File: src/rtl/fsm_seq_driver_if.sv
// Handshake and button-line bundle between the controlling logic (master)
// and fsm_seq_driver (slave). Optional LED/PASS pair under CHECK_LED_EN.
interface fsm_seq_driver_if #(
    parameter int SEQ_LEN = 10
);
    logic                   start;
    logic                   abort;
    logic [2*SEQ_LEN-1:0]   code;
    logic                   a;
    logic                   b;
    logic                   c;
    logic                   busy;
    logic                   done;
`ifdef CHECK_LED_EN
    logic                   led;
    logic                   pass;

    modport master (output start, abort, code, led,
                    input  a, b, c, busy, done, pass);
    modport slave  (input  start, abort, code, led,
                    output a, b, c, busy, done, pass);
`else
    modport master (output start, abort, code,
                    input  a, b, c, busy, done);
    modport slave  (input  start, abort, code,
                    output a, b, c, busy, done);
`endif
endinterface

File: src/rtl/fsm_seq_driver.sv
// fsm_seq_driver: plays a latched 2-bit-per-symbol code out on the A/B/C
// button lines, HOLD_CYC cycles per symbol followed by GAP_CYC low cycles.
// Optional macro CHECK_LED_EN adds the LED input / PASS result output.
//
// state   | meaning
// --------+--------------------------------------------------------------
// S_IDLE  | lines low, waiting for START (ABORT has priority)
// S_DRIVE | current symbol on the lines, slot counter running down
// S_GAP   | lines low between symbols, slot counter running down
// S_FIN   | one-cycle DONE pulse, back to idle
module fsm_seq_driver #(
    parameter int SEQ_LEN  = 10,
    parameter int HOLD_CYC = 1,
    parameter int GAP_CYC  = 0
) (
    input  logic             clk_i,
    input  logic             rst_i,
    fsm_seq_driver_if.slave  bus_if
);

    localparam int IW   = $clog2(SEQ_LEN + 1);
    localparam int MAXC = (HOLD_CYC > GAP_CYC) ? HOLD_CYC : GAP_CYC;
    localparam int CW   = $clog2(MAXC + 1);

    localparam logic [IW-1:0] LAST_IDX = IW'(SEQ_LEN - 1);
    localparam logic [CW-1:0] HOLD_LD  = CW'(HOLD_CYC - 1);
    localparam logic [CW-1:0] GAP_LD   = CW'((GAP_CYC > 0) ? GAP_CYC - 1 : 0);

    typedef enum logic [1:0] {S_IDLE, S_DRIVE, S_GAP, S_FIN} state_t;

    state_t               state_q, state_d;
    logic [IW-1:0]        idx_q, idx_d;
    logic [CW-1:0]        cnt_q, cnt_d;
    logic [2*SEQ_LEN-1:0] shadow_q, shadow_d;
    logic [2:0]           lines_q, lines_d;
    logic                 busy_q, busy_d;
    logic                 done_q, done_d;
    logic [1:0]           sym_d;
    logic                 go;

    assign go = (state_q == S_IDLE) && bus_if.start && !bus_if.abort;

    // Next-state, counters and next registered outputs.
    always_comb begin
        state_d  = state_q;
        idx_d    = idx_q;
        cnt_d    = cnt_q;
        shadow_d = shadow_q;
        case (state_q)
            S_IDLE: begin
                if (go) begin
                    shadow_d = bus_if.code;
                    idx_d    = '0;
                    cnt_d    = HOLD_LD;
                    state_d  = S_DRIVE;
                end
            end
            S_DRIVE: begin
                if (bus_if.abort) begin
                    state_d = S_IDLE;
                    idx_d   = '0;
                    cnt_d   = '0;
                end else if (cnt_q != '0) begin
                    cnt_d = cnt_q - CW'(1);
                end else if (GAP_CYC > 0) begin
                    cnt_d   = GAP_LD;
                    state_d = S_GAP;
                end else if (idx_q == LAST_IDX) begin
                    state_d = S_FIN;
                end else begin
                    idx_d = idx_q + IW'(1);
                    cnt_d = HOLD_LD;
                end
            end
            S_GAP: begin
                if (bus_if.abort) begin
                    state_d = S_IDLE;
                    idx_d   = '0;
                    cnt_d   = '0;
                end else if (cnt_q != '0) begin
                    cnt_d = cnt_q - CW'(1);
                end else if (idx_q == LAST_IDX) begin
                    state_d = S_FIN;
                end else begin
                    idx_d   = idx_q + IW'(1);
                    cnt_d   = HOLD_LD;
                    state_d = S_DRIVE;
                end
            end
            S_FIN: begin
                state_d = S_IDLE;
                idx_d   = '0;
                cnt_d   = '0;
            end
            default: state_d = S_IDLE;
        endcase

        // Outputs are derived from the next state so the lines are registered
        // and change on the same edge as the state.
        sym_d   = shadow_d[{idx_d, 1'b0} +: 2];
        lines_d = 3'b000;
        if (state_d == S_DRIVE) begin
            case (sym_d)
                2'b01:   lines_d = 3'b100;
                2'b10:   lines_d = 3'b010;
                2'b11:   lines_d = 3'b001;
                default: lines_d = 3'b000;
            endcase
        end
        busy_d = (state_d == S_DRIVE) || (state_d == S_GAP);
        done_d = (state_d == S_FIN);
    end

    // State, counters, shadow code and output registers.
    always_ff @(posedge clk_i or posedge rst_i) begin
        if (rst_i) begin
            state_q  <= S_IDLE;
            idx_q    <= '0;
            cnt_q    <= '0;
            shadow_q <= '0;
            lines_q  <= 3'b000;
            busy_q   <= 1'b0;
            done_q   <= 1'b0;
        end else begin
            state_q  <= state_d;
            idx_q    <= idx_d;
            cnt_q    <= cnt_d;
            shadow_q <= shadow_d;
            lines_q  <= lines_d;
            busy_q   <= busy_d;
            done_q   <= done_d;
        end
    end

    assign bus_if.a    = lines_q[2];
    assign bus_if.b    = lines_q[1];
    assign bus_if.c    = lines_q[0];
    assign bus_if.busy = busy_q;
    assign bus_if.done = done_q;

`ifdef CHECK_LED_EN
    logic pass_q;

    // PASS captures LED on the edge entering FIN; a new transmission clears it.
    always_ff @(posedge clk_i or posedge rst_i) begin
        if (rst_i) begin
            pass_q <= 1'b0;
        end else if (go) begin
            pass_q <= 1'b0;
        end else if (state_d == S_FIN) begin
            pass_q <= bus_if.led;
        end
    end

    assign bus_if.pass = pass_q;
`endif

endmodule

File: src/flat_wrapper.sv
// flat-port wrapper written by rule: the top's interface ports become plain ports
module fsm_seq_driver_flat 
#(
    parameter int SEQ_LEN  = 10,
    parameter int HOLD_CYC = 1,
    parameter int GAP_CYC  = 0
)
  (clk_i, rst_i, bus_if_start, bus_if_abort, bus_if_code, bus_if_a, bus_if_b, bus_if_c, bus_if_busy, bus_if_done);
  fsm_seq_driver_if #(.SEQ_LEN(SEQ_LEN)) bus_if_i ();
  input  logic clk_i;
  input  logic rst_i;
  input wire logic [$bits(bus_if_i.start)-1:0] bus_if_start;
  input wire logic [$bits(bus_if_i.abort)-1:0] bus_if_abort;
  input wire logic [$bits(bus_if_i.code)-1:0] bus_if_code;
  output wire logic [$bits(bus_if_i.a)-1:0] bus_if_a;
  output wire logic [$bits(bus_if_i.b)-1:0] bus_if_b;
  output wire logic [$bits(bus_if_i.c)-1:0] bus_if_c;
  output wire logic [$bits(bus_if_i.busy)-1:0] bus_if_busy;
  output wire logic [$bits(bus_if_i.done)-1:0] bus_if_done;
  assign bus_if_i.start = bus_if_start;
  assign bus_if_i.abort = bus_if_abort;
  assign bus_if_i.code = bus_if_code;
  assign bus_if_a = bus_if_i.a;
  assign bus_if_b = bus_if_i.b;
  assign bus_if_c = bus_if_i.c;
  assign bus_if_busy = bus_if_i.busy;
  assign bus_if_done = bus_if_i.done;
  fsm_seq_driver #(.SEQ_LEN(SEQ_LEN), .HOLD_CYC(HOLD_CYC), .GAP_CYC(GAP_CYC)) u_core (.clk_i(clk_i), .rst_i(rst_i), .bus_if(bus_if_i));
endmodule
File: config.mk
export PLATFORM = sky130hd
export DESIGN_NAME = fsm_seq_driver_flat
export DESIGN_NICKNAME = d
export VERILOG_FILES = /design/src/rtl/fsm_seq_driver_if.sv /design/src/rtl/fsm_seq_driver.sv /design/src/flat_wrapper.sv
export SDC_FILE = /design/constraint.sdc
export NUM_CORES = 1
export LEC_CHECK = 0
export BUFFER_PORTS_ARGS = -buffer_cell sky130_fd_sc_hd__buf_2
export CAP_MARGIN = 10
export CORE_MARGIN = 2
export CORE_UTILIZATION = 30
export DETAILED_ROUTE_END_ITERATION = 16
export GPL_TIMING_DRIVEN = 0
export PLACE_DENSITY = 0.5
export SLEW_MARGIN = 5
export SYNTH_ARGS = -nofsm -noshare
export SYNTH_HDL_FRONTEND = slang
export SYNTH_SLANG_ARGS = --single-unit
File: constraint.sdc
create_clock -name clk_i -period 2.5 [get_ports clk_i]
set_clock_uncertainty 0.15 [all_clocks]
set_input_delay 0.75 -clock clk_i [delete_from_list [all_inputs] [get_ports clk_i]]
set_output_delay 0.75 -clock clk_i [all_outputs]
set_load 0.1 [all_outputs]
After elaboration in Yosys (flattened, before gate mapping)
Index checks and enable logic that the tools add are counted.
{"block": "word_totals", "register_bits": 32, "wordCells": 48}
{"block": "classes", "reduce_logical": 6, "n_shift": 1, "muxes": 21, "n_eq_ne": 11, "n_addsub": 2}
{"op": "20-bit two-way mux", "count": 2}
{"op": "20-bit by 6-bit variable part select with 2-bit output", "count": 1}
{"op": "4-bit two-way mux", "count": 4}
{"op": "2-bit two-way mux", "count": 7}
{"op": "2-bit == test, second input constant", "count": 6}
{"op": "4-bit case mux with 3 select lines", "count": 1}
{"op": "3-bit case mux with 3 select lines", "count": 1}
{"op": "2-bit case mux with 4 select lines", "count": 1}
{"op": "2-bit by 1-bit == test with 1-bit output, second input constant", "count": 3}
{"op": "4-bit by 1-bit adder with 4-bit output, second input constant", "count": 1}
{"op": "4-bit == test, second input constant", "count": 1}
{"op": "1-bit two-way mux", "count": 3}
{"op": "3-bit two-way mux", "count": 1}
{"op": "1-bit case mux with 3 select lines", "count": 1}
{"op": "1-bit logical AND", "count": 2}
{"op": "2-bit logical NOT", "count": 1}
{"op": "2-bit by 1-bit != test with 1-bit output, second input constant", "count": 1}
{"op": "2-bit OR reduction", "count": 1}
{"op": "1-bit logical NOT", "count": 1}
{"op": "1-bit logical OR", "count": 1}
{"op": "1-bit subtractor, second input constant", "count": 1}

Logic depth before layout (Yosys ltp)
Gate-level depths: netlist (run 1).
{"block": "depth", "depth_word": 9, "ltp_mapped": 11}

Least setup slack after synthesis (run 1)
No wires, ideal clock.
{"block": "synth_timing", "path_kind": "input to register", "from": "input port bus_if_abort", "to": "register u_core.lines_q[1]", "path_slack_ns": -0.269, "t_required_ns": 2.230, "path_buffers": 1, "cell_stages": 8, "t_arrival_ns": 2.500, "path_cell_list": "or3b_4 -> buf_6 -> a2111oi_4 -> o21ba_1 -> a22oi_2 -> o22ai_1 -> a221oi_2 -> and3b_1"}
{"block": "synth_via", "elab_chain_len": 8, "word_cells_on_any_way": 18, "classes_between": "4 x eq/ne; 1 x shift; 11 x mux; 2 x reduce/logical"}
{"item": "start, declared", "line_no": "flat_wrapper.sv:13", "rtl": "input wire logic [$bits(bus_if_i.abort)-1:0] bus_if_abort;"}
{"item": "1-bit logical NOT", "line_no": "fsm_seq_driver.sv:41", "rtl": "assign go = (state_q == S_IDLE) && bus_if.start && !bus_if.abort;"}
{"item": "1-bit logical AND", "line_no": "fsm_seq_driver.sv:41"}
{"item": "4-bit two-way mux or 20-bit two-way mux (tied branches)", "line_no": "fsm_seq_driver.sv:51", "rtl": "if (go) begin"}
{"item": "4-bit case mux with 3 select lines or 20-bit two-way mux (tied branches)", "line_no": "fsm_seq_driver.sv:49", "rtl": "case (state_q)"}
{"item": "20-bit by 6-bit variable part select with 2-bit output", "line_no": "fsm_seq_driver.sv:100", "rtl": "sym_d = shadow_d[{idx_d, 1'b0} +: 2];"}
{"item": "2-bit == test or 2-bit by 1-bit == test with 1-bit output (tied branches)", "line_no": "fsm_seq_driver.sv:103", "rtl": "case (sym_d)"}
{"item": "3-bit case mux with 3 select lines", "line_no": "fsm_seq_driver.sv:103"}
{"item": "3-bit two-way mux (*)", "line_no": "fsm_seq_driver.sv:102", "rtl": "if (state_d == S_DRIVE) begin"}
{"item": "named net u_core.lines_d[1]", "line_no": "fsm_seq_driver.sv:35", "rtl": "logic [2:0] lines_q, lines_d;"}
{"item": "end signal, assigned", "line_no": "fsm_seq_driver.sv:129", "rtl": "lines_q <= lines_d;"}
{"item": "end, declared", "line_no": "fsm_seq_driver.sv:35"}
Mark *: on every way through the listed nets, which the timed path passes. The rest lies on a longest branch.
A chain may end at the register's enable or synchronous reset.

Final worst setup path (run 1)
{"block": "layout_timing", "from": "register u_core.state_q[1]", "to": "register u_core.lines_q[1]"}
{"block": "layout_via", "elab_chain_len": 9, "word_cells_on_any_way": 25, "classes_between": "7 x eq/ne; 1 x shift; 13 x mux; 4 x reduce/logical"}
{"item": "start, declared", "line_no": "fsm_seq_driver.sv:31", "rtl": "state_t state_q, state_d;"}
{"item": "start signal, assigned", "line_no": "fsm_seq_driver.sv:125", "rtl": "state_q <= state_d;"}
{"item": "2-bit logical NOT", "line_no": "fsm_seq_driver.sv:41, fsm_seq_driver.sv:49"}
{"item": "1-bit logical AND (2 in a row)", "line_no": "fsm_seq_driver.sv:41"}
{"item": "4-bit two-way mux or 20-bit two-way mux (tied branches)", "line_no": "fsm_seq_driver.sv:51"}
{"item": "4-bit case mux with 3 select lines or 20-bit two-way mux (tied branches)", "line_no": "fsm_seq_driver.sv:49"}
{"item": "20-bit by 6-bit variable part select with 2-bit output", "line_no": "fsm_seq_driver.sv:100"}
{"item": "2-bit == test or 2-bit by 1-bit == test with 1-bit output (tied branches)", "line_no": "fsm_seq_driver.sv:103"}
{"item": "3-bit case mux with 3 select lines", "line_no": "fsm_seq_driver.sv:103"}
{"item": "3-bit two-way mux (*)", "line_no": "fsm_seq_driver.sv:102"}
{"item": "named net u_core.lines_d[1]", "line_no": "fsm_seq_driver.sv:35"}
Marked as above.

==> metrics.md, run 1 <==
| Metric | Value |
|---|---|
| M2 GR Usage | `23.7%` |
| Status | `finished with violations` |
| Die X-Extent | `85.5 um` |
| Worst reg2reg startpoint | `u_core.state_q[1]` |
| Yosys top cell by area | `dfrtp_1` |
| Port-buffer cells | `28` |
| Flop2flop setup slack | `-0.24 ns` |
| Avg WL per Cell | `16.1 um` |
| Number of warning messages in the yosys log | `0` |
| Routed wire length | `5.29 mm` |
| DRC | `0` |
| Worst R2R End | `u_core.lines_q[1]` |
| Synthesized Nets | `236` |
| N_diodes | `0` |
| Pin count of the biggest net entering global routing | `17` |
| Async set or reset register ratio after synthesis | `100%` |
| Max cap viols | `0` |
| Total number of vias | `1,733` |
| Startpoint class of the critical path | `register` |
| Area enclosed by the die boundary | `7310 um^2` |
| Flop and latch count out of synthesis | `31` |
| Mapped Cells | `204` |
| Area used by multi-input combinational logic | `1150 um^2` |
| Pint | `1.62 mW` |
| Met1 capacity usage during global routing | `21.4%` |
| Clock tree from TritonCTS | `done` |
| Cell types with the largest area share after synthesis | `dfrtp_1 (39%), mux2i_1 (9.0%), inv_1 (5.1%)` |
| Hold path startpoint | `u_core.shadow_q[16]` |
| Cts-stage hold buffer count | `0` |
| Tmin final | `2.74 ns` |
| Violated checks | `setup timing` |
| Primary FF master, synth | `dfrtp_1` |
| Data required time of the critical path | `2.53 ns` |
| Initial antenna violation count | `0` |
| Met3 Use GR | `2.60%` |
| Leak | `1.20 nW` |
| Root buffer selected by CTS | `clkbuf_8` |
| DRC violation total after the first TritonRoute iteration | `92` |
| Starting density of the core | `31.2%` |
| Number of instances in the placed design | `310` |
| Worst supply voltage drop on vdd | `0.411 mV` |
| Number of clock buffers inserted by TritonCTS | `5` |
| Netlist area before placement | `1990 um^2` |
| Global route total overflow | `0` |
| Area of the placeable core | `6390 um^2` |
| Finished Layout Cells | `328` |
| Number of synthesized flops with an enable pin | `0` |
| Iteration count of the initial detailed-routing pass | `4` |
| Buffer depth of the longest clock path | `2` |
| Vias per cell | `5.28` |
| Share of Yosys cell area claimed by the top area cell type | `38.9%` |
| Hold EP | `u_core.shadow_q[16]` |
| Number of antenna-violating nets in the routed design | `0` |
| Wire length of the first global-routing pass | `8.80 mm` |
| Share of total power in the clock network | `13.3%` |
| Storage cell area | `776 um^2` |
| Layout net count | `282` |
| Top fanout value on the critical path | `6` |
| Slew @ Worst Pin | `0.734 ns` |
| Achievable clock frequency | `0.365 GHz` |
| Rows | `29` |
| Class of the most critical hold timing path | `register to register` |
| Number of global-route vias before repair | `1,699` |
| CTS H-tree depth | `2` |
| Mean instance size in the synthesized netlist | `9.77 um^2` |
| Source-to-sink clock delay at the later pin of the worst-skew pair | `0.29 ns` |
| Data arrival time of the critical path | `2.77 ns` |
| Number of inserted filler cells in the final layout | `660` |
| Capturing element type of the critical path | `register` |
| Part of the total power dissipated in sequential elements | `28.2%` |
| Gr usage total | `15.5%` |
| Clock sinks | `31` |
| DP Wirelength | `3.79 mm` |
| Proportion of layout cells with a drive suffix above 1 | `31.5%` |
| Reg2reg path depth | `10` |
| Relative area change from synthesis to final layout | `27.4%` |
| Yosys cell types | `47` |
| Count of pins over their slew limit | `0` |
| Count of final setup violators | `3` |
| Worst setup slack before clock tree synthesis | `-0.624 ns` |
| Reported net switching power | `1.28 mW` |
| Count of cells along the worst hold path | `2` |
| Placer's final routability congestion estimate | `0.881` |
| Final clock period utilization by the worst path | `110%` |
| Logic gate share of total power | `58.5%` |
| # IOs | `29` |
| Final worst setup slack | `-0.242 ns` |
| Setup repair after global routing missed its margin | `true` |
| Clock-pin slew of the registers on the worst-case setup and hold paths | `0.07 ns` |
| P per Cell Area | `1140 nW/um^2` |
| Overall power consumption | `2.90 mW` |
| Setup CP Type | `register to register` |
| Proportion of synthesized chip area in sequential cells | `38.9%` |
| Global-route layer with the greatest usage | `met2` |
| Die boundary height | `85.5 um` |
| Fraction of power spent switching nets | `44.2%` |
| Number of hold violations in the final report | `0` |
| Worst max-slew margin expressed relative to the limit | `51.0%` |
-- state kept, by name, indices dropped and copies added, names as in the netlist --
| signal | count |
|---|---|
| u_core.shadow_q | 20 |
| u_core.idx_q | 4 |
| u_core.lines_q | 3 |
| u_core.state_q | 2 |
| u_core.bus_if.busy | 1 |
| u_core.bus_if.done | 1 |
-- critical path: stages, from the launching register on --
cell	delay, ns
dfrtp_1	0.38
inv_2	0.08
ha_4	0.27
or3b_4	0.40
buf_8	0.16
a2111oi_4	0.17
o21ba_4	0.19
a22oi_2	0.18
o22ai_2	0.10
a221oi_2	0.35
and3b_1	0.22
-- area by class of cell --
cell class	instances	share of cell area, %
Multi-Input combinational cell	134	45.4
Sequential cell	31	30.5
Timing Repair Buffer	41	10.1
Inverter	27	3.99
Tap cell	77	3.79
Clock buffer	7	3.00
Buffer	10	2.91
Clock inverter	1	0.197
-- Yosys cell counts, types with 2 or more instances --
cell       number
a21oi_1         8
a221oi_1        6
a22o_1          2
a22oi_1         5
a2bb2oi_1       6
a31oi_1         2
a32oi_1         2
and3b_1         4
buf_2           3
buf_4           2
buf_6           2
clkbuf_1        5
dfrtp_1        31
ha_1            8
inv_1          27
mux2_2          4
mux2i_1        18
nand2_1         9
nand3_1         4
nand3b_1        2
nor2_1         13
nor3_1          2
o2111ai_1       2
o211ai_1        2
o21a_1          2
o21ai_0         8
o22ai_1         2
o31ai_1         2
or2_2           2
or3_1           2
-- how the worst max path moves through the flow --
stage / start / to / slack (ns) / cells past startpoint
after floorplan: bus_if_abort / u_core.lines_q[1] / -0.11 / 8
after global placement: bus_if_abort / u_core.lines_q[1] / -0.65 / 9
after CTS: u_core.state_q[0] / u_core.lines_q[1] / -0.29 / 10
after global routing: u_core.state_q[0] / u_core.lines_q[1] / -0.34 / 10
final: u_core.state_q[1] / u_core.lines_q[1] / -0.24 / 10
after detailed placement: bus_if_abort / u_core.lines_q[2] / -0.62 / 9
-- placed cells by master (no fill, tap or decap), types with 5 or more instances in the layout --
cell type and instances:
o21ai_0 8, buf_2 29, clkbuf_1 5, dfrtp_1 31, nor2_1 11, inv_1 25, ha_1 6, buf_4 14
mux2i_1 14, nand2_1 9, a221oi_1 6, a22oi_1 5, clkbuf_8 5, a21oi_1 8
-- routing by layer --
layer  vias to the layer above  routed length [um]
li1                        844                   -
met1                       839                2500
met2                        41                2510
met3                         9                 170
met4                         0                 105
met5                         -                   0
-- per-stage QoR --
stage / TNS (ns) / hold WS, ns / util [%] / cell area [um^2]
after floorplan: -0.158 / 0.292 / - / 2020
after global placement: -1.94 / 0.328 / 35.4 / 2260
after detailed placement: -1.89 / 0.336 / 35.8 / 2290
after CTS: -0.711 / 0.352 / 39.0 / 2490
after global routing: -0.980 / 0.359 / 39.8 / 2540
final: -0.618 / 0.351 / 39.8 / 2540
-- timing repair --
item	4_1_cts	5_1_grt
setup buffers	11	1
pin swaps	6	3
resized for setup	10	8
setup endpoints to repair	3	4
-- power groups by stage --
stage	Sequential [mW]	Clock, mW	Combinational (mW)
4_1_cts	0.810	0.407	1.64
3_5_place_dp	0.820	0	1.53
5_1_grt	0.841	0.419	1.85
6_report	0.816	0.386	1.69
2_1_floorplan	0.968	0	1.04
3_3_place_gp	0.817	0	1.52
-- kinds of logic (layout without fill, tap and decap cells) --
family,count (synthesis),in the layout,synth area share [%]
fa+ha+maj,8,8,5.02
mux,22,22,11.3
simple gates,44,44,12.4
buf+inv,39,86,8.66
compound gates,60,60,23.7
flops,31,31,38.9
Note: power is estimated with default switching activity, not from simulation.
==> run 2: changes to the inputs <==
GPL_TIMING_DRIVEN = unset   (was 0)
MAX_ROUTING_LAYER = met4   (was unset)
==> metrics.md, run 2 (synthesized netlist as in run 1, its figures left out) <==
| Metric | Value |
|---|---|
| Number of clock buffers inserted by TritonCTS | `5 (unchanged)` |
| Setup total negative slack | `-0.343 ns (+0.275 ns)` |
| Final worst setup slack | `-0.152 ns (+0.0894 ns)` |
| DRC violation total after the first TritonRoute iteration | `82 (-11%)` |
| Top fanout value on the critical path | `4 (-2)` |
| Max cap viols | `0 (unchanged)` |
| Setup CP Type | `register to register` |
| Buffer depth of the longest clock path | `2 (unchanged)` |
| Setup repair after global routing missed its margin | `true` |
| Final clock period utilization by the worst path | `106% (-3.6 points)` |
| Pin count of the biggest net entering global routing | `32 (+15)` |
| Wire length of the first global-routing pass | `9.29 mm (+5.6%)` |
| Source-to-sink clock delay at the later pin of the worst-skew pair | `0.29 ns (about the same)` |
| Vias per cell | `5.08 (-3.9%)` |
| Number of antenna-violating nets in the routed design | `0 (unchanged)` |
| DR WL met3 | `204 um (+20%)` |
| Global route total overflow | `0 (unchanged)` |
| Count of cells along the worst hold path | `2 (unchanged)` |
| Startpoint class of the critical path | `register` |
| Largest Register | `u_core.shadow_q` |
| DRC | `0 (unchanged)` |
| Placer's final routability congestion estimate | `0.838 (-4.9%)` |
| Number of hold violations in the final report | `0 (unchanged)` |
| Tmin final | `2.65 ns (-0.0894 ns)` |
| Leak | `1.32 nW (+10%)` |
| Worst R2R End | `u_core.lines_q[1]` |
| Max Used Layer | `met4` |
| Final hold slack | `0.347 ns (-0.00437 ns)` |
| Number of global-route vias before repair | `1,840 (+8.3%)` |
| Overall power consumption | `3.08 mW (+6.4%)` |
| Highest-count cells in the layout ignoring fill and taps | `buf_4 (46), dfrtp_1 (31), buf_2 (28)` |
| Area enclosed by the die boundary | `7310 um^2 (unchanged)` |
| Port-buffer cells | `28 (unchanged)` |
| Number of flip-flops under the largest register name | `20 (unchanged)` |
| Reg2reg path depth | `10 (unchanged)` |
| Initial antenna violation count | `0 (unchanged)` |
| DP Wirelength | `4.05 mm (+6.9%)` |
| Data required time of the critical path | `2.53 ns (about the same)` |
| Clock tree from TritonCTS | `done` |
| Rows | `29 (unchanged)` |
| Commonest non-fill, non-tap cell in the layout | `buf_4` |
| Slew @ Worst Pin | `0.490 ns (-0.244 ns)` |
| Finished Layout Cells | `352 (+7.3%)` |
| Violated checks | `setup timing` |
| Detail Route met2 WL | `2.54 mm (+1.1%)` |
| Routed wire length | `5.40 mm (+2.2%)` |
| Capturing element type of the critical path | `register` |
| Cts-stage hold buffer count | `0 (unchanged)` |
| Die boundary height | `85.5 um (unchanged)` |
| Post-placement cell area | `2540 um^2 (+11%)` |
| Iteration count of the initial detailed-routing pass | `5 (+1)` |
| Area of the placeable core | `6390 um^2 (unchanged)` |
| Met1 routed wirelength after detailed routing | `2.58 mm (+3.1%)` |
| Starting density of the core | `31.2% (unchanged)` |
| Count of final setup violators | `3 (unchanged)` |
| Number of inserted filler cells in the final layout | `637 (-3.5%)` |
| Avg WL per Cell | `15.3 um (-4.8%)` |
| Status | `finished with violations` |
| Hold path startpoint | `u_core.shadow_q[16]` |
| Layout net count | `308 (+9.2%)` |
| N_diodes | `0 (unchanged)` |
| Worst max-slew margin expressed relative to the limit | `67.5% (+17 points)` |
| Clock-pin slew of the registers on the worst-case setup and hold paths | `0.07 ns (about the same)` |
| Root buffer selected by CTS | `clkbuf_8` |
| Flop2flop setup slack | `-0.15 ns (+0.09 ns)` |
| Die X-Extent | `85.5 um (unchanged)` |
| Total number of vias | `1,788 (+3.2%)` |
| # IOs | `29 (unchanged)` |
| Worst reg2reg startpoint | `u_core.state_q[1]` |
| Hold EP | `u_core.shadow_q[16]` |
| CTS H-tree depth | `2 (unchanged)` |
| Achievable clock frequency | `0.377 GHz (+3.4%)` |
| Number of instances in the placed design | `344 (+11%)` |
| Gr usage total | `16.8% (+1.3 points)` |
| Data arrival time of the critical path | `2.68 ns (-0.09 ns)` |
| Worst supply voltage drop on vdd | `0.399 mV (-2.9%)` |
| Count of pins over their slew limit | `0 (unchanged)` |
| Class of the most critical hold timing path | `register to register` |
| Clock sinks | `31 (unchanged)` |
| Relative area change from synthesis to final layout | `35.2%` |
| Largest regs | `u_core.shadow_q (20), u_core.idx_q (4), u_core.lines_q (3)` |
| P per Cell Area | `1140 nW/um^2 (+0.23%)` |
| Final Instance Area | `2700 um^2 (+6.1%)` |
| Proportion of layout cells with a drive suffix above 1 | `40.0% (+8.5 points)` |
run 2: final cells by class:
class / count / area [um^2] / share of cell area, %
Multi-Input combinational cell: 134 / 1120 / 41.6
Sequential cell: 31 / 776 / 28.8
Timing Repair Buffer: 77 / 528 / 19.6
Inverter: 27 / 101 / 3.76
Tap cell: 77 / 96.3 / 3.57
Clock buffer: 6 / 72.6 / 2.69
run 2: how the worst max path moves through the flow:
stage	to	slack, ns	cells after the start	start
after floorplan	u_core.lines_q[1]	-0.11	8	bus_if_abort
final	u_core.lines_q[1]	-0.15	10	u_core.state_q[1]
after detailed placement	u_core.lines_q[2]	-0.58	9	bus_if_abort
after global placement	u_core.lines_q[2]	-0.59	9	bus_if_abort
after CTS	u_core.lines_q[1]	-0.22	10	u_core.state_q[0]
after global routing	u_core.lines_q[1]	-0.30	10	u_core.state_q[1]
run 2: worst max-delay path, stage by stage (launching register included):
cell and delay, ns:
dfrtp_1 0.37, inv_2 0.07, ha_4 0.25, or3b_4 0.40, buf_6 0.14, a2111oi_4 0.17
o21ba_4 0.19, a22oi_2 0.19, o22ai_2 0.09, a221oi_2 0.31, and3b_1 0.21
run 2: repair_timing:
item | 4_1_cts | 5_1_grt
buffers inserted | 3 | 0
pin swaps | 5 | 4
resized for setup | 7 | 7
setup endpoints to repair | 3 | 3
run 2: metal layers:
layer / global-route usage [%] / up-vias
met1: 22.3 / 848
met5: - / -
met2: 25.9 / 40
li1: - / 894
met4: 6.06 / 0
met3: 2.79 / 6
run 2: through the flow:
stage	setup slack, ns	util, %
2_1_floorplan	-0.110	-
3_3_place_gp	-0.593	39.8
3_5_place_dp	-0.576	39.8
4_1_cts	-0.224	41.8
5_1_grt	-0.297	42.2
6_report	-0.152	42.2
run 2: power breakdown:
| part | leakage (nW) | switching (mW) | internal [mW] |
|---|---|---|---|
| clock | 0.0371 | 0.179 | 0.185 |
| sequential | 0.384 | 0.104 | 0.713 |
| combinational | 0.897 | 1.02 | 0.880 |
| total | 1.32 | 1.30 | 1.78 |
==> run 3: changes to the inputs <==
PLACE_DENSITY = 0.48   (was 0.5)
clock period = 3.4 ns   (was 2.5 ns; I/O delays follow)
==> metrics.md, run 3 (synthesized netlist as in run 1, its figures left out) <==
| Metric | Value |
|---|---|
| Status | `finished, final reports clean` |
| Die boundary height | `85.5 um (unchanged)` |
| Largest Register | `u_core.shadow_q` |
| Overall power consumption | `1.99 mW (-35%)` |
| Starting density of the core | `31.2% (unchanged)` |
| Reported net switching power | `0.879 mW (-33%)` |
| Number of clock buffers inserted by TritonCTS | `5 (unchanged)` |
| Final hold slack | `0.362 ns (+0.0152 ns)` |
| Clock-pin slew of the registers on the worst-case setup and hold paths | `0.06 ns (about the same)` |
| Reg2reg path depth | `9 (-1)` |
| Number of inserted filler cells in the final layout | `648 (+1.7%)` |
| Storage cell area | `776 um^2 (unchanged)` |
| Final worst setup slack | `0.380 ns (+0.532 ns)` |
| Part of the total power dissipated in sequential elements | `29.9% (+3.4 points)` |
| Iteration count of the initial detailed-routing pass | `4 (-1)` |
| Worst reg2reg startpoint | `u_core.state_q[0]` |
| Worst setup slack before clock tree synthesis | `0.0552 ns (+0.631 ns)` |
| Area used by multi-input combinational logic | `1040 um^2 (-6.8%)` |
| Worst supply voltage drop on vdd | `0.240 mV (-40%)` |
| Highest-count cells in the layout ignoring fill and taps | `dfrtp_1 (31), buf_2 (28), inv_1 (27)` |
| Setup total negative slack | `0 ns (+0.343 ns)` |
| CTS H-tree depth | `2 (unchanged)` |
| Buffer depth of the longest clock path | `2 (unchanged)` |
| Class of the most critical hold timing path | `register to register` |
| Library cell contributing the largest single delay on the critical path | `a2111oi_0` |
| P per Cell Area | `844 nW/um^2 (-26%)` |
| Rows | `29 (unchanged)` |
| Capturing element type of the critical path | `register` |
| Clock tree from TritonCTS | `done` |
| Worst max-slew margin expressed relative to the limit | `63.3% (-4.2 points)` |
| Count of final setup violators | `0 (-3)` |
| # IOs | `29 (unchanged)` |
| Share of the core filled with cells | `37.0% (-5.2 points)` |
| Setup CP Type | `primary input to register` |
| Pin count of the biggest net entering global routing | `32 (unchanged)` |
| Data required time of the critical path | `3.47 ns (+0.94 ns)` |
| Final clock period utilization by the worst path | `88.8%` |
| Post-CTS Repair Setup Buffers | `0 (-3)` |
| Slowest stage delay, CP | `0.45 ns (+0.05 ns)` |
| DR WL met3 | `200 um (-2.0%)` |
| Avg WL per Cell | `15.8 um (+3.2%)` |
| Setup repair after global routing missed its margin | `false` |
| Fraction of power spent switching nets | `44.1% (+1.8 points)` |
| Wire length of the first global-routing pass | `8.71 mm (-6.2%)` |
| Post-placement cell area | `2290 um^2 (-10%)` |
| Number of global-route vias before repair | `1,746 (-5.1%)` |
| Area of the placeable core | `6390 um^2 (unchanged)` |
| Pint | `1.11 mW (-37%)` |
| Total number of vias | `1,669 (-6.7%)` |
| Top fanout value on the critical path | `18 (+14)` |
| DRC | `0 (unchanged)` |
| Critical path launch point | `bus_if_abort` |
| Worst R2R End | `u_core.lines_q[1]` |
| Routed wire length | `5.02 mm (-7.0%)` |
| Proportion of layout cells with a drive suffix above 1 | `24.2% (-16 points)` |
| Commonest non-fill, non-tap cell in the layout | `dfrtp_1` |
| Tmin final | `3.02 ns` |
| Port-buffer cells | `28 (unchanged)` |
| Initial antenna violation count | `0 (unchanged)` |
| Logic gate share of total power | `56.8% (-4.9 points)` |
| Max cap viols | `0 (unchanged)` |
| Finished Layout Cells | `317 (-9.9%)` |
| Placer's final routability congestion estimate | `0.796 (-5.1%)` |
| Data arrival time of the critical path | `3.09 ns (+0.41 ns)` |
| Slew @ Worst Pin | `0.536 ns (+0.0456 ns)` |
| Share of total power in the clock network | `13.3% (+1.5 points)` |
| Root buffer selected by CTS | `clkbuf_8` |
| Gr usage total | `15.7% (-1.0 points)` |
| Global route total overflow | `0 (unchanged)` |
| Final Instance Area | `2360 um^2 (-12%)` |
| DP Wirelength | `3.69 mm (-8.9%)` |
| Vias per cell | `5.26 (+3.7%)` |
| N_diodes | `0 (unchanged)` |
| Source-to-sink clock delay at the later pin of the worst-skew pair | `0.28 ns (about the same)` |
| Number of antenna-violating nets in the routed design | `0 (unchanged)` |
| List of cells traversed by the critical path | `buf_2 > and3b_1 > buf_12 > o22ai_1 > a2bb2oi_1 > inv_1 > a2111oi_0 > a221oi_2 > and3b_1` |
| Largest regs | `u_core.shadow_q (20), u_core.idx_q (4), u_core.lines_q (3)` |
| Clock sinks | `31 (unchanged)` |
| Startpoint class of the critical path | `primary input` |
| Leak | `1.14 nW (-13%)` |
| Count of pins over their slew limit | `0 (unchanged)` |
| Number of flip-flops under the largest register name | `20 (unchanged)` |
| DRC violation total after the first TritonRoute iteration | `118 (+44%)` |
| Number of instances in the placed design | `311 (-9.6%)` |
| Detail Route met2 WL | `2.44 mm (-4.1%)` |
| Number of hold violations in the final report | `0 (unchanged)` |
| Met1 routed wirelength after detailed routing | `2.30 mm (-11%)` |
| Area enclosed by the die boundary | `7310 um^2 (unchanged)` |
| Endpoint of the worst setup timing path | `u_core.lines_q[1]` |
| Die X-Extent | `85.5 um (unchanged)` |
| Relative area change from synthesis to final layout | `18.5%` |
| Achievable clock frequency | `0.331 GHz` |
| Flop2flop setup slack | `0.51 ns (+0.66 ns)` |
| Layout net count | `273 (-11%)` |
| Cell repeated most along the worst path | `and3b_1` |
| Cts-stage hold buffer count | `0 (unchanged)` |
| Max Used Layer | `met4` |
| Total of cells resized after clock tree synthesis | `0 (-7)` |
-- run 3: cell types whose count changed in the layout (fill, tap and decap cells not counted), sizes merged --
| cell | change |
|---|---|
| buf | -35 |
-- run 3: worst min-delay path by stage --
stage,from,end,slack (ns),cells past startpoint
after floorplan,u_core.shadow_q[16],u_core.shadow_q[16],0.29,2
after global placement,u_core.shadow_q[16],u_core.shadow_q[16],0.33,2
after detailed placement,u_core.shadow_q[16],u_core.shadow_q[16],0.34,2
after CTS,u_core.shadow_q[16],u_core.shadow_q[16],0.36,2
after global routing,u_core.shadow_q[16],u_core.shadow_q[16],0.40,2
final,u_core.shadow_q[16],u_core.shadow_q[16],0.36,2
-- run 3: final cells by class --
type | instances | area share (%)
clock buffers | 6 | 3.07
well taps | 77 | 4.08
flip-flops and latches | 31 | 32.9
inverters | 27 | 4.29
multi-input cells | 134 | 44.3
repair buffers | 42 | 11.4
-- run 3: power by group through the flow --
| stage | combinational [mW] | clock, mW | sequential, mW |
|---|---|---|---|
| 2_1_floorplan | 0.746 | 0 | 0.707 |
| 3_3_place_gp | 1.14 | 0 | 0.598 |
| 3_5_place_dp | 1.13 | 0 | 0.604 |
| 4_1_cts | 1.14 | 0.277 | 0.597 |
| 5_1_grt | 1.27 | 0.292 | 0.615 |
| 6_report | 1.13 | 0.265 | 0.596 |
-- run 3: routing by layer --
layer	GRT usage [%]	vias up
li1	-	813
met1	19.8	819
met2	25.1	31
met3	3.08	6
met4	5.92	0
met5	-	-
-- run 3: critical path: cells and delay by family --
kind	cells	cell delay [ns]
AOI/OAI and AO/OA	4	1.01
buffers and inverters	3	0.52
and+or+nand+nor	2	0.52
